`src/rtl/nsnrflag_bank.sv`:
```
// Bank of active-low set/clear flags with per-channel synchronisers, selectable
// conflict resolution, optional falling-edge triggering and a masked clear handshake.
module nsnrflag_bank #(
  parameter int unsigned WIDTH = 4,
  parameter int unsigned SYNC  = 2,
  parameter int unsigned MODE  = 0,
  parameter int unsigned EDGE  = 0
) (
  input  logic             ck,
  input  logic             nrst,
  input  logic [WIDTH-1:0] nset,
  input  logic [WIDTH-1:0] nclr,
  input  logic             clr_req,
  input  logic [WIDTH-1:0] clr_mask,
  output logic             clr_ack,
  output logic [WIDTH-1:0] q,
  output logic [WIDTH-1:0] nq,
  output logic             any
);

  if (WIDTH < 1 || WIDTH > 32) begin : g_bad_width
    $error("nsnrflag_bank: WIDTH must be 1..32");
  end
  if (SYNC > 3) begin : g_bad_sync
    $error("nsnrflag_bank: SYNC must be 0..3");
  end
  if (MODE > 3) begin : g_bad_mode
    $error("nsnrflag_bank: MODE must be 0..3");
  end
  if (EDGE > 1) begin : g_bad_edge
    $error("nsnrflag_bank: EDGE must be 0 or 1");
  end

  typedef enum logic {ST_IDLE = 1'b0, ST_ACK = 1'b1} hs_state_e;

  logic [WIDTH-1:0] s_set, s_clr;
  logic [WIDTH-1:0] h_set_q, h_clr_q;
  logic [WIDTH-1:0] set_c, clr_c, swc_c;
  logic [WIDTH-1:0] flag_q, flag_d;
  logic             any_q;
  hs_state_e        state_q, state_d;
  logic             accept_c;

  // Synchroniser chains; reset to the inactive (high) level.
  if (SYNC == 0) begin : g_nosync
    assign s_set = nset;
    assign s_clr = nclr;
  end else begin : g_sync
    logic [WIDTH-1:0] set_q [SYNC];
    logic [WIDTH-1:0] clr_q [SYNC];

    always_ff @(posedge ck or negedge nrst) begin
      if (!nrst) begin
        for (int i = 0; i < int'(SYNC); i++) begin
          set_q[i] <= '1;
          clr_q[i] <= '1;
        end
      end else begin
        set_q[0] <= nset;
        clr_q[0] <= nclr;
        for (int i = 1; i < int'(SYNC); i++) begin
          set_q[i] <= set_q[i-1];
          clr_q[i] <= clr_q[i-1];
        end
      end
    end

    assign s_set = set_q[SYNC-1];
    assign s_clr = clr_q[SYNC-1];
  end

  // One-cycle history of the synchronised inputs for falling-edge detection.
  always_ff @(posedge ck or negedge nrst) begin
    if (!nrst) begin
      h_set_q <= '1;
      h_clr_q <= '1;
    end else begin
      h_set_q <= s_set;
      h_clr_q <= s_clr;
    end
  end

  // Handshake state register.
  always_ff @(posedge ck or negedge nrst) begin
    if (!nrst) begin
      state_q <= ST_IDLE;
    end else begin
      state_q <= state_d;
    end
  end

  // Handshake next state.
  always_comb begin
    state_d = state_q;
    case (state_q)
      ST_IDLE: if (clr_req)  state_d = ST_ACK;
      ST_ACK:  if (!clr_req) state_d = ST_IDLE;
    endcase
  end

  // Handshake outputs: the clear is applied only on the accepting edge.
  always_comb begin
    accept_c = 1'b0;
    if (state_q == ST_IDLE && clr_req) accept_c = 1'b1;
  end

  assign swc_c = accept_c ? clr_mask : '0;
  assign set_c = (EDGE == 1) ? (h_set_q & ~s_set) : ~s_set;
  assign clr_c = ((EDGE == 1) ? (h_clr_q & ~s_clr) : ~s_clr) | swc_c;

  // Per-channel resolution of set/clear conditions.
  always_comb begin
    flag_d = flag_q;
    for (int i = 0; i < int'(WIDTH); i++) begin
      case ({set_c[i], clr_c[i]})
        2'b10: flag_d[i] = 1'b1;
        2'b01: flag_d[i] = 1'b0;
        2'b11: begin
          case (MODE)
            0:       flag_d[i] = 1'b0;
            1:       flag_d[i] = 1'b1;
            2:       flag_d[i] = flag_q[i];
            default: flag_d[i] = ~flag_q[i];
          endcase
        end
        default: flag_d[i] = flag_q[i];
      endcase
    end
  end

  always_ff @(posedge ck or negedge nrst) begin
    if (!nrst) begin
      flag_q <= '0;
      any_q  <= 1'b0;
    end else begin
      flag_q <= flag_d;
      any_q  <= |flag_d;
    end
  end

  assign q       = flag_q;
  assign nq      = ~flag_q;
  assign any     = any_q;
  assign clr_ack = (state_q == ST_ACK);

endmodule
```
`config.mk`:
```
export PLATFORM = sky130hd
export DESIGN_NAME = nsnrflag_bank
export DESIGN_NICKNAME = d
export VERILOG_FILES = /design/src/rtl/nsnrflag_bank.sv
export SDC_FILE = /design/constraint.sdc
export NUM_CORES = 1
export LEC_CHECK = 0
export BUFFER_PORTS_ARGS = -buffer_cell sky130_fd_sc_hd__buf_2
export CAP_MARGIN = 25
export CORE_MARGIN = 1.5
export CORE_UTILIZATION = 35
export CTS_CLUSTER_SIZE = 10
export DETAILED_ROUTE_END_ITERATION = 10
export GPL_TIMING_DRIVEN = 0
export HOLD_SLACK_MARGIN = 0.05
export PLACE_DENSITY = 0.64
export SYNTH_ARGS = -nofsm -noshare
export SYNTH_HDL_FRONTEND = slang
export SYNTH_SLANG_ARGS = --single-unit
```
`constraint.sdc`:
```
create_clock -name ck -period 0.9 [get_ports ck]
set_input_delay 0 -clock ck [delete_from_list [all_inputs] [get_ports ck]]
set_output_delay 0 -clock ck [all_outputs]
set_load 0.005 [all_outputs]
```
==> impl_metrics.env <==
export IMPL_holdWs_ns=0.07007
export IMPL_drtIter0Drc=1
export IMPL_final_common_cell="buf_2"
export IMPL_port_buffer_count=24
export IMPL_die_w_um=47.86
export IMPL_yosysTopAreaCell="dfstp_2"
export IMPL_cts_tree="done"
export IMPL_nets=102
export IMPL_antenna_cells=0
export IMPL_final_hold_violation_count=0
export IMPL_syn_area_per_cell_um2=15.65
export IMPL_power_frac_seq=0.649
export IMPL_maxCapViolations=0
export IMPL_core_mm2=0.001922
export IMPL_cts_root_buf="clkbuf_4"
export IMPL_synthCells=45
export IMPL_yosys_warnings=0
export IMPL_cts_path_max_buffers=2
export IMPL_die_h_um=47.86
export IMPL_path_cells="nand2b_4, o221ai_4, o2111ai_1"
export IMPL_regArea_um2=570.5
export IMPL_layout_setup_ws_ns=-0.1316
export IMPL_synth_cell_types=10
export IMPL_tightest_slew_ns=0.4691
export IMPL_switchingPower_mw=0.3650
export IMPL_synthTopCellsByArea="dfstp_2 60%, dfrtp_1 21%, inv_1 7.5%"
export IMPL_io_pins=25
export IMPL_clockPowerShare=0.241
export IMPL_drive_above_1_share=0.6000
export IMPL_dp_hpwl_um=854.7
export IMPL_hold_class="primary input to flop"
export IMPL_drtAntennaViolNets=0
export IMPL_syn_area_um2=704.4
export IMPL_violations="setup timing"
export IMPL_max_freq_ghz=0.9694
export IMPL_clock_latency_ns=0.29
export IMPL_first_pass_iters=2
export IMPL_grt_ovfl_total=0
export IMPL_area_growth_syn_to_layout_pct=46.71
export IMPL_rsz0062_at_grt="yes"
export IMPL_clock_skew_final_ns=0.003242
export IMPL_n_fill_cell=175
export IMPL_crit_arrival_ns=1.19
export IMPL_wl_met3_um=65
export IMPL_crit_path_end_kind="flop"
export IMPL_post_drt_wl_per_cell_um=11.18
export IMPL_period_share=1.146
export IMPL_max_stage_delay_ns=0.41
export IMPL_setup_violations=4
export IMPL_met2WireLength_um=702
export IMPL_post_route_util=0.5378
export IMPL_via_per_inst=4.036
export IMPL_drt_total_wl_mm=1.252
export IMPL_start_util=0.3665
export IMPL_synth_fp_nets=60
export IMPL_grt_usage=0.1258
export IMPL_p_per_area_mw_per_mm2=1646
export IMPL_worst_path_max_fanout=3
export IMPL_antenna_found_initial=0
export IMPL_htreeDepth=1
export IMPL_wl_met1_um=470
export IMPL_crit_type="flop to flop"
export IMPL_grt_max_degree=23
export IMPL_dieArea_mm2=0.002291
export IMPL_slew_headroom=0.6873
export IMPL_cellLeakagePower_nw=0.4979
export IMPL_maxUsedRoutingLayer="met4"
export IMPL_total_power_mw=1.701
export IMPL_vdd_drop_max_mv=1.092
export IMPL_drv_slew=0
export IMPL_cts_sinks=22
export IMPL_drc=0
export IMPL_multi_input_area_um2=103.9
export IMPL_cp_slowest_cell="dfrtp_1"
export IMPL_cp_data_required_time_ns=1.06
export IMPL_cts_buffers=3
export IMPL_internal_power_mw=1.336
export IMPL_period_minus_slack_ns=1.032
export IMPL_seq_area_frac_synth=0.8099
export IMPL_layout_common_cells="24 x buf_2, 16 x dfstp_2, 13 x dlygate4sd3_1"
export IMPL_clk_pin_slew_ns=0.11
export IMPL_synth_top_area_share=0.5968
export IMPL_gp_congestion=0.6801
export IMPL_combinationalPowerShare=0.110
export IMPL_sw_frac_of_total=0.2145
export IMPL_ys_ff_latch=22
export IMPL_rows=16
export IMPL_cp_start_kind="flop"
export IMPL_run_status="finished, violations left"
export IMPL_grt_pass1_vias=415
export IMPL_grt_pass1_wl_mm=1.814
export IMPL_dr_total_vias=452
## sequential cells by signal, indices dropped and copies added, names as in the netlist
signal,cells
g_sync.clr_q,4
clr_ack,1
s_set,4
q,4
g_sync.set_q,4
s_clr,4
any,1
## per-layer routing
| metal | up-vias | global-route usage |
|---|---|---|
| met5 | - | 0 |
| met4 | 0 | 0.08108 |
| met3 | 2 | 0.04151 |
| met2 | 14 | 0.1973 |
| met1 | 222 | 0.1470 |
| li1 | 214 | - |
## synthesized netlist by cell type, drive strengths merged
cell	instances
inv	14
o21ai	1
nor2b	1
dfrtp	6
nand2b	1
and2	1
o2111ai	1
dfstp	16
o221ai	3
nor2	1
## power by group through the flow
stage	Sequential [mW]	Combinational [mW]	Clock, mW
2_1_floorplan	1.11	0.0455	0
3_3_place_gp	1.11	0.133	0
3_5_place_dp	1.12	0.138	0
4_1_cts	1.10	0.182	0.442
5_1_grt	1.11	0.210	0.485
6_report	1.10	0.187	0.409
## through the flow
stage | cell area [um^2] | worst slack, ns | std cells | TNS [ns]
CTS | 1018 | -0.1454 | 112 | -0.2169
global route | 1033 | -0.1837 | 112 | -0.6158
finish | 1033 | -0.1316 | 112 | -0.1777
global placement | 865.8 | -0.1019 | 96 | -0.1339
detailed placement | 865.8 | -0.1484 | 96 | -0.2421
floorplan | 711.9 | -0.05993 | 45 | -0.05993
## area by class of cell
cell class,count,area share
flip-flops and latches,22,0.5521
repair buffers,37,0.2421
inverters,14,0.05085
multi-input cells,9,0.1005
clock buffers,3,0.02179
well taps,27,0.03269
## worst paths after layout
| check | slack, ns | start | depth (start not counted) | endpoint |
|---|---|---|---|---|
| setup / recovery | -0.13 | clr_ack | 3 | any |
| hold / removal | 0.07 | clr_mask[2] | 4 | q[2] |
| setup reg to reg | -0.13 | clr_ack | 3 | any |
| hold reg to reg | 0.36 | g_sync.set_q[5] | 0 | s_set[1] |
| max in group asynchronous | 0.37 | nrst | 2 | s_set[2] |
| min in group asynchronous | 0.19 | nrst | 2 | any |
## critical path: cells and delay by family, from the launching register on
| family | cells | cell delay [ns] |
|---|---|---|
| AO/OA/AOI/OAI | 2 | 0.32 |
| flip-flops | 1 | 0.41 |
| AND/OR/NAND/NOR | 1 | 0.18 |
## kinds of logic after synthesis
group / Yosys count / synth area share
buffers and inverters: 14 / 0.07460
AOI/OAI and AO/OA: 5 / 0.08347
DFF: 22 / 0.8099
and+or+nand+nor: 4 / 0.03198
## timing repair
item	in CTS	in global routing
setup buffers	0	0
hold buffers	13	0
gates resized for setup	3	3
pin swaps	4	0
endpoints found under the setup margin	5	11
hold endpoints to repair	34	0
(Power assumes the default switching activity.)
